[config.mk]
export PLATFORM = sky130hd
export DESIGN_NAME = image_loader
export DESIGN_NICKNAME = d
export VERILOG_FILES = /design/src/rtl/image_loader.sv
export SDC_FILE = /design/constraint.sdc
export NUM_CORES = 1
export LEC_CHECK = 0
export CORE_AREA = 2 2 317 319
export DETAILED_ROUTE_END_ITERATION = 16
export DIE_AREA = 0 0 319 321
export PLACE_DENSITY = 0.73
export SYNTH_ARGS = -nofsm -noshare
export SYNTH_HDL_FRONTEND = slang
export SYNTH_SLANG_ARGS = --single-unit
[constraint.sdc]
create_clock -name clk -period 2.1 [get_ports clk]
set_clock_uncertainty 0.1 [all_clocks]
set_input_delay 0.21 -clock clk [delete_from_list [all_inputs] [get_ports clk]]
set_output_delay 0.21 -clock clk [all_outputs]
set_load 0.02 [all_outputs]
[src/rtl/image_loader.sv]
// Image loader: binarizes a raster of grayscale pixel beats into a flat bit
// vector and hands each completed frame to the downstream classifier.
module image_loader #(
    parameter int PIX_W     = 8,
    parameter int THRESHOLD = 128,
    parameter int NPIX      = 784
) (
    input  logic             clk,
    input  logic             reset,
    input  logic             pix_valid,
    output logic             pix_ready,
    input  logic [PIX_W-1:0] pix_data,
    input  logic             pix_sof,
    output logic             img_valid,
    input  logic             img_ready,
    output logic [NPIX-1:0]  inputs,
    output logic             frame_err,
    output logic [7:0]       frame_count
);

    typedef enum logic [1:0] {IDLE, LOAD, HOLD} state_t;

    localparam logic [9:0]       LAST_INDEX = 10'(NPIX - 1);
    localparam logic [PIX_W-1:0] THRESH     = PIX_W'(THRESHOLD);

    state_t     state;
    logic [9:0] index;
    logic       beat;
    logic       pix_bit;

    assign pix_ready = (state != HOLD);
    assign beat      = pix_valid && pix_ready;
    assign pix_bit   = (pix_data >= THRESH);

    // A start-of-frame beat always restarts the image, even in the middle of
    // a partial frame; only the last pixel of a frame moves us into HOLD.
    always_ff @(posedge clk or negedge reset) begin
        if (!reset) begin
            state       <= IDLE;
            index       <= '0;
            inputs      <= '0;
            img_valid   <= 1'b0;
            frame_err   <= 1'b0;
            frame_count <= '0;
        end else begin
            frame_err <= 1'b0;
            case (state)
                IDLE: begin
                    if (beat) begin
                        if (pix_sof) begin
                            inputs <= {{(NPIX-1){1'b0}}, pix_bit};
                            index  <= 10'd1;
                            state  <= LOAD;
                        end else begin
                            frame_err <= 1'b1;
                        end
                    end
                end
                LOAD: begin
                    if (beat) begin
                        if (pix_sof) begin
                            inputs    <= {{(NPIX-1){1'b0}}, pix_bit};
                            index     <= 10'd1;
                            frame_err <= 1'b1;
                        end else begin
                            for (int i = 0; i < NPIX; i++) begin
                                if (index == 10'(i)) begin
                                    inputs[i] <= pix_bit;
                                end
                            end
                            if (index == LAST_INDEX) begin
                                index     <= '0;
                                img_valid <= 1'b1;
                                state     <= HOLD;
                            end else begin
                                index <= index + 10'd1;
                            end
                        end
                    end
                end
                HOLD: begin
                    if (img_ready) begin
                        img_valid   <= 1'b0;
                        frame_count <= frame_count + 8'd1;
                        state       <= IDLE;
                    end
                end
                default: begin
                    state <= IDLE;
                end
            endcase
        end
    end

endmodule

After elaboration in Yosys (flattened, before gate mapping). Cells that the tools add are included.

Equality and inequality tests: 1576. $lt $le $gt $ge: 1. Bitwise gates (word level): 0. Muxes and demuxes: 812. Reductions and logical operators: 793. Add/subtract/negate cells: 2. Div/mod/pow operators: 0. $mul: 0. Shift operators: 0.

Operators with widths (number): $reduce_and A5 Y1 (785); $mux W784 (4); $eq A10 B10 Y1 const B (272); $eq A10 B9 Y1 const B (256); $ne A3 B3 Y1 const B (784); $pmux W784 S2 (1); $eq A10 B8 Y1 const B (128); $mux W1 (792); $eq A10 B7 Y1 const B (64); $eq A10 B6 Y1 const B (32); $eq A10 B5 Y1 const B (16); $eq A10 B4 Y1 const B (8); $mux W10 (5); $eq A10 B3 Y1 const B (4); $eq A10 B2 Y1 const B (2); $pmux W10 S2 (1); $ne A2 B2 Y1 const B (7); $mux W2 (6); $add A10 B1 Y10 const B (1); $eq A10 B1 Y1 const B (1); $logic_not A10 Y1 (1); $add A8 B1 Y8 const B (1); $ge A8 B8 Y1 const B (1); $pmux W2 S3 (1); other kinds (9) (11).

Output and inout bits: 795. Memory bits (read-only): 0. Bits of input ports: 13. Memories: 0. Bits in registers: 806. Memory bits (writable): 0. Word-level logic and storage cells: 3973. Latch bits: 0.

Logic depth before layout (Yosys ltp). Gate-level depths: netlist (run 1).

Word-level depth: 5. Gate-level depth with buffers: 9. Depth with buffers taken out: 6.

Worst setup path before layout (run 1). OpenSTA, ideal clock, no wires.

Path kind: register -> register. Start: register index[0]. End: register inputs[272]. Buffers on the path: 1. Data required time: 1.868 ns. Cell stages (with the launch flop): 8. Path slack: 0.044 ns. Clock period less this slack: 2.056 ns. Data arrival time: 1.824 ns. Setup time: 0.132 ns. Cell sequence: dfrtp_1 -> inv_1 -> ha_1 -> nor3b_1 -> clkbuf_1 -> nand2_1 -> o211ai_1 -> o31ai_1.

Longest elaborated chain between the ends: 3.

Ends and longest elaborated chain: start, declared (RTL line 27) `logic [9:0] index;`; start signal, assigned (RTL line 76) `index <= index + 10'd1;`; $eq A10 B9 Y1 (RTL line 67) `if (index == 10'(i)) begin`; $ne A3 B3 Y1 (no source line); $reduce_and A5 Y1 (no source line); end signal, assigned (RTL line 51) `inputs <= {{(NPIX-1){1'b0}}, pix_bit};`; end signal, assigned (RTL line 62) `inputs <= {{(NPIX-1){1'b0}}, pix_bit};`; end signal, assigned by index (RTL line 68) `inputs[i] <= pix_bit;`; end, declared (RTL line 16) `output logic [NPIX-1:0] inputs,`.

No other way between the ends. A chain may end at the register's enable or synchronous reset.

Worst setup path in the final report (run 1).
Start: register index[0]. End: register inputs[754].

Longest elaborated chain between the ends: 3.

Ends and longest elaborated chain (RTL line): $eq A10 B10 Y1 (67); $ne A3 B3 Y1 (no source line); $reduce_and A5 Y1 (no source line).

No other way between the ends.

==> results of run 1 <==
## logic make-up (layout without fill, tap and decap cells)
group	count (synthesis)	count (layout)	synth area share [%]
compound gates	324	324	6.17
simple gates	1565	1565	17.1
buf+inv	330	1382	3.79
xor+xnor	14	14	0.331
fa+ha+maj	6	6	0.203
flops	806	806	54.5
mux	654	654	17.9
other cells	0	4	0
## worst max-delay path, stage by stage, from the launching register on
cell and delay (ps):
dfrtp_1 380, inv_2 60, buf_4 150, ha_4 160, or3b_4 330, nor2_1 90, a21oi_1 360, mux2_2 380
## registers in the layout (all words and copies together) (netlist names)
| register | flops |
|---|---|
| inputs | 784 |
| index | 10 |
| frame_count | 8 |
| state | 2 |
| frame_err | 1 |
| img_valid | 1 |
## cells in the mapped netlist, types with 4 or more instances
cell          n
a21oi_1      58
nand4bb_1     6
mux2i_1     598
nor4b_2       4
clkbuf_1    206
ha_1          6
nand2_1    1248
nand3_1      18
dfrtp_1     806
xor2_1        6
buf_4        12
nor3b_1       4
mux2_1       10
o21ai_0       4
buf_1        18
nor2_1      225
nand4b_1      7
and4bb_2      6
o211ai_1    129
nand3b_1     10
buf_2        87
or3b_2        4
nor3_1        5
o31ai_1     129
mux2_2       46
xnor2_1       8
## through the flow
stage	cell area, sq um	TNS, ps
final	53700	-55.6
after global routing	53700	-1780
after CTS	52900	-135
after detailed placement	49600	-66160
after global placement	49600	-49400
after floorplan	37000	0
## metal layers
metal,GRT usage (%),vias to the layer above,share of wire [%]
met1,34.5,16406,41
met4,14.1,0,5.8
met2,43.7,1395,47
met5,0,-,0
li1,-,14347,-
met3,4.95,364,6.3
## timing repair
action | 4_1_cts | 5_1_grt
hold buffers | 2 | 0
cloned | 0 | 6
pin swaps | 5 | 16
resized for setup | 85 | 181
setup buffers | 9 | 9
setup endpoints to repair | 165 | 403
endpoints found under the hold margin | 734 | 0
## area by class of cell
cell class                      count  area, sq um
Antenna cell                        4         10.0
Clock buffer                      124         2620
Clock inverter                     36          420
Fill cell                        8494        45600
Inverter                            3         11.3
Multi-Input combinational cell   2563        16100
Sequential cell                   806        20200
Tap cell                         1298         1620
Timing Repair Buffer             1219        12700
## where the power goes
part / internal [mW] / total [mW] / switching, mW
registers: 15.7 / 15.9 / 0.178
clock network: 9.70 / 16.4 / 6.74
logic: 1.27 / 3.43 / 2.17
## worst paths after layout
path | from | end | slack, ps
min | pix_data[7] | inputs[0] | 200
max reg2reg | index[0] | inputs[754] | -20
min in group asynchronous | reset | inputs[444] | 210
max in group asynchronous | reset | frame_count[5] | 990
min reg2reg | inputs[746] | inputs[746] | 400
max | index[0] | inputs[754] | -20
==> results.md, run 1 <==
Run status:
- The flow ran to the end, but the final reports show violations.
- The checks that failed: setup timing.

CTS:
- The clock slew at the register clock pins of the worst setup and hold paths is 60 ps.
- TritonCTS built the clock tree.
- TritonCTS created 87 clock buffers.
- No sink is reached through more buffers than the 3 on the longest clock path.
- The clock sink total is 806.
- The tree is rooted in a clkbuf_16.
- The clock latency reported for the late side of the worst-skew pair is 670 ps.
- The number of H-tree levels is 3.

Power and ir drop:
- For this design the static power due to leakage is 26.0 nW.
- The worst-case IR drop observed on VDD is 0.563 mV.
- The areal power density over the cells is 666 nW/um^2.
- The sum of internal, switching and leakage power is 35.8 mW.

Die:
- The area of the placeable core is 99300 sq um.
- The width of the chip is 319 microns.
- Row generation in the floorplan step produced 116 rows.
- For this configuration, the core starts out at a cell density of 37.3%.
- The number of I/O pins is 808.
- The die height is 321 microns.
- The total die area is 102000 sq um.

Worst setup path:
- At the worst endpoint, the required time is 2550 ps.
- The worst setup path is captured at a register.
- STA classifies the critical path startpoint as a register.
- The largest fanout on the critical path is 4.
- The critical path class is register to register.
- The worst path arrival time is 2570 ps.
- The cell count of the worst reg-to-reg path is 7.

Routing:
- The detail route stage leaves a number of antenna-violating nets equal to 0.
- The count of TritonRoute iterations in the first routing pass is 6.
- The average detailed-routed wire length per instance is 23.8 microns.
- After detailed routing, the number of remaining DRC violations is 0.
- The detailed router finished its first iteration with 3048 violations.
- The routed layout has 32.5k vias.
- Using the TritonRoute via totals, the vias-per-cell ratio works out to 5.37.
- The total length of routed wires is 144000 microns.

Logic synthesis:
- The number of warnings printed during yosys synthesis is 0.
- The cell taking the most area after synthesis is dfrtp_1.
- Counting every instance in the synthesized netlist gives 3699.
- Counting distinct cell types in the post-synthesis netlist gives 52.
- Summing the sequential cell areas from Yosys gives 54.5% of the chip area.
- The area fraction of the dominant cell type after synthesis is 54.5%.
- Each instance of the synthesized netlist takes up on average 10.0 sq um.
- In the post-synthesis netlist, the biggest area contributors are dfrtp_1, mux2i_1, nand2_1.
- The post-synthesis async set-or-reset flop share is 100%.
- The number of synthesized flops with an enable pin is 0.
- The net count after synthesis is 3718.
- For this run, the leading register cell type out of synthesis is dfrtp_1.
- After synthesis the cells add up to 37000 sq um.
- Counting flops and latches in the post-synthesis netlist gives 806.

Placed design:
- The count of input and output buffers is 800.
- OpenSTA, run right after detailed placement, puts the worst setup slack at -282 ps.
- Once detailed placement completed, the half-perimeter wirelength came to 101000 microns.
- The final weighted congestion of routability-driven global placement is 0.893.
- The number of instances in the placed design is 5864.

Timing:
- At the pin with the least slew margin, the transition time is 601 ps.
- Final hold analysis gives a worst-case slack of 198 ps.
- Based on the critical path, the design can be clocked at up to 471 MHz.
- Once routing completed, OpenROAD measured the worst setup slack at -23.5 ps.
- Headroom to the max-slew limit came out at 59.9%.
- The number of pins exceeding their max-slew limit in the final report was 0.
- Setup violations remaining at the end of the flow were counted as 3.
- The part of the cycle the worst path needs is 101%.
- The clock period minus final worst setup slack is 2120 ps.
- The final hold violation count is 0.
- Setup repair after global routing could not meet its margin everywhere.

Global routing:
- The via count of the first global-routing pass is 32.2k.
- Entering global routing, the biggest net connects 101 pins.
- The all-layer global routing usage is 27.0%.
- The number of antenna violations at the first check in global routing was 4.
- The wire length of the first global-routing pass is 209000 microns.
- The overall overflow remaining after global route is 0.

Flow run:
- The reported max-cap violation count is 0.

Final layout:
- For this run, the post-layout net count is 4699.
- The library cell used most frequently in the layout, excluding fill and tap cells, is nand2_1.
- The final core area utilization is 54.1%.
- The count of cells in the finished layout, fillers not included, comes to 6053.
- The relative area change from synthesis to final layout is 45.0%.
- Leaving out fill and tap cells, the most frequent cells in the layout are nand2_1, dfrtp_1, clkdlybuf4s50_1, mux2i_1, buf_4.
- Of the cells placed in the final design, the portion with a size suffix greater than 1 is 16.7%.

Worst hold path:
- Counting instances, the worst hold path has a depth of 2.
- The min-delay analysis places its worst path in the category primary input to register.
No activity file was read; power rests on OpenSTA's default activity.
==> run 2, diff against run 1 <==
==> constraint.sdc (replaced) <==
create_clock -name clk -period 2.1 [get_ports clk]
set_clock_uncertainty 0.1 [all_clocks]
set_input_delay 0.21 -clock clk [delete_from_list [all_inputs] [get_ports clk]]
set_output_delay 0.21 -clock clk [all_outputs]
set_load 0.005 [all_outputs]
==> results.md, run 2 (synthesized netlist as in run 1, its figures left out) <==
Routing:
- The detail-routed via count per cell came to 5.37 (-0.10%).
- The number of nets still failing antenna checks after routing is 0 (unchanged).
- The via total after detailed routing came to 32.5k (-0.071%).
- The average detailed-routed wire length per instance is 23.8 microns (-0.16%).
- The total length of routed wires is 144000 microns (-0.13%).
- The residual DRC count was 0 (unchanged).
- The number of DRC markers after the initial detailed-route iteration is 3091 (+1.4%).
- The count of TritonRoute iterations in the first routing pass is 5 (-1).

CTS:
- The number of CTS-inserted buffers is 87 (unchanged).
- The number of H-tree levels came to 3 (unchanged).
- The clock slew at the register clock pins of the worst setup and hold paths is 70 ps (about the same).
- The clock tree root buffer cell is clkbuf_16.
- The CTS tree is yes.
- The clock sink total is 806 (unchanged).
- The maximum root-to-sink buffer count is 3 (unchanged).
- The clock latency reported for the late side of the worst-skew pair is 660 ps (about the same).

Timing:
- The clock period minus final worst setup slack was 2120 ps (-3.75 ps).
- The final hold violation count is 0 (unchanged).
- The part of the cycle the worst path needs is 101% (-0.18 points).
- The slew of the pin with the lowest slew margin came to 577 ps (-23.9 ps).
- The number of endpoints failing setup at the final stage is 5 (+2).
- The max-slew headroom at the worst pin is 61.5% (+1.6 points).
- Setup repair after global routing could not meet its margin everywhere.
- The worst hold slack across all endpoints was 205 ps (+7.17 ps).
- The number of pins exceeding their max-slew limit in the final report is 0 (unchanged).
- The setup slack of the critical path after layout was -19.8 ps (+3.75 ps).
- The highest clock frequency the design can meet was 472 MHz (+0.18%).

Worst setup path:
- The slowest stage of the critical path belongs to the cell dfrtp_1.
- The largest fanout on the critical path is 6 (+2).
- The largest stage delay on the critical path is 410 ps (+30 ps).
- The required time reported for the critical path endpoint was 2550 ps (about the same).
- The critical path goes through inv_2 -> buf_4 -> ha_4 -> nand3b_1 -> buf_4 -> buf_12 -> buf_12 -> nor2_2 -> nand2_1 -> mux2i_1.
- The worst setup path is of the register to register kind.
- The type of origin of the critical path is a register.
- The total buffers and inverters traversed by the critical path was 5 (+3).
- The worst path arrival time was 2570 ps (about the same).
- The category of cells accounting for the largest share of critical-path delay is buffers and inverters.
- The critical path endpoint category is a register.

Die:
- The effective utilization at floorplan is 37.3% (unchanged).
- The width of the chip came to 319 microns (unchanged).
- The total die area came to 102000 sq um (unchanged).
- The cell row count was 116 (unchanged).
- The number of I/O pins is 808 (unchanged).
- The area of the placeable core is 99300 sq um (unchanged).
- The die height came to 321 microns (unchanged).

Power and ir drop:
- The static leakage power came to 25.8 nW (-0.62%).
- The switching portion of total power is 25.0% (-0.45 points).
- The areal power density over the cells is 663 nW/um^2 (-0.52%).
- The worst voltage drop across the vdd grid is 0.570 mV (+1.2%).
- The clock share of power is 46.2% (+0.2 points).
- The internal cell power came to 26.7 mW (about the same).
- The sum of internal, switching and leakage power is 35.6 mW (-0.53%).
- The sequential cell fraction of total power came to 44.7% (+0.3 points).
- The switching component of the power is 8.87 mW (-2.3%).
- The part of the power in combinational logic came to 9.1% (-0.5 points).

Placed design:
- The final weighted congestion of routability-driven global placement is 0.893 (unchanged).
- The sum of net half-perimeters after detailed placement is 101000 microns (unchanged).
- The count of input and output buffers came to 800 (unchanged).
- The total placed instance area is 49600 sq um (unchanged).

Final layout:
- The total number of nets in the final design was 4702 (+0.064%).
- The fraction of layout instances using a drive strength above 1 is 16.7% (-0.032 points).
- The largest registers in the layout are inputs (784), index (10), frame_count (8).
- The flip-flop count of the largest register after layout was 784 (unchanged).
- The relative area change from synthesis to final layout came to 45.0% (about the same).
- Counting flops per register, the top entry is inputs.
- The post-layout instance area is 53700 sq um (about the same).
- The library cells used most frequently in the layout, excluding fill and tap cells, are nand2_1, dfrtp_1, clkdlybuf4s50_1, mux2i_1, buf_4.
- The most common cell after layout, fill and taps aside is nand2_1.

Global routing:
- The via count of the first global-routing pass is 32.1k (-0.025%).
- The wire length of the first global-routing pass is 209000 microns (about the same).
- The number of antenna violations at the first check in global routing is 4 (unchanged).
- The maximum number of pins on one net before global-route repair is 101 (unchanged).
- The all-layer global routing usage is 27.0% (about the same).
- The overall overflow remaining after global route is 0 (unchanged).

Worst hold path:
- The min-delay analysis places its worst path in the category primary input to register.

Run status:
- The flow ran to the end, but the final reports show violations.
- The checks that failed: setup timing.

Flow run:
- The reported max-cap violation count is 0 (unchanged).
## run 2: power by group through the flow
| stage | clock network [mW] | logic, mW | registers [mW] |
|---|---|---|---|
| 6_report | 16.4 | 3.25 | 15.9 |
| 5_1_grt | 17.3 | 3.43 | 15.9 |
| 4_1_cts | 16.6 | 3.01 | 15.9 |
| 3_5_place_dp | 0 | 2.92 | 16.2 |
| 3_3_place_gp | 0 | 2.89 | 16.2 |
| 2_1_floorplan | 0 | 1.00 | 16.1 |
## run 2: stage by stage
| step | instances | setup slack [ps] | setup TNS, ps | util, % |
|---|---|---|---|---|
| after floorplan | 3699 | 44.1 | 0 | - |
| after global placement | 5864 | -270 | -49400 | 50.0 |
| after detailed placement | 5864 | -282 | -66160 | 50.0 |
| after CTS | 6033 | -28.1 | -93.9 | 53.3 |
| after global routing | 6055 | -89.1 | -3360 | 54.0 |
| final | 6055 | -19.8 | -66.3 | 54.0 |
## run 2: timing repair
action                                  CTS  global route
gates resized for setup                  57           165
pin swaps                                 4            15
setup buffers                             7            14
hold buffers                              2             0
endpoints found under the setup margin  143           354
cloned                                    0             7
endpoints found under the hold margin   734             0
## run 2: layout make-up
class / instances / area, sq um
diodes: 3 / 7.51
flip-flops and latches: 806 / 20200
clock buffers: 124 / 2620
repair buffers: 1222 / 12800
fillers: 8493 / 45600
inverters: 3 / 11.3
well taps: 1298 / 1620
multi-input cells: 2563 / 16000
clock inverters: 36 / 420
## run 2: worst paths after layout
check	from	end	slack, ps	cells past startpoint
min reg2reg	inputs[746]	inputs[746]	400	1
min in group asynchronous	reset	inputs[751]	220	3
max in group asynchronous	reset	frame_count[5]	980	4
max	index[1]	inputs[617]	-20	10
min	pix_data[7]	inputs[0]	210	2
max reg2reg	index[1]	inputs[617]	-20	10
## run 2: metal layers
layer | GRT usage, % | vias to the layer above | wire (microns)
met1 | 34.5 | 16296 | 58000
met2 | 43.6 | 1468 | 68000
met3 | 5.00 | 358 | 9610
met4 | 14.3 | 0 | 8390
met5 | 0 | - | 0
li1 | - | 14367 | -
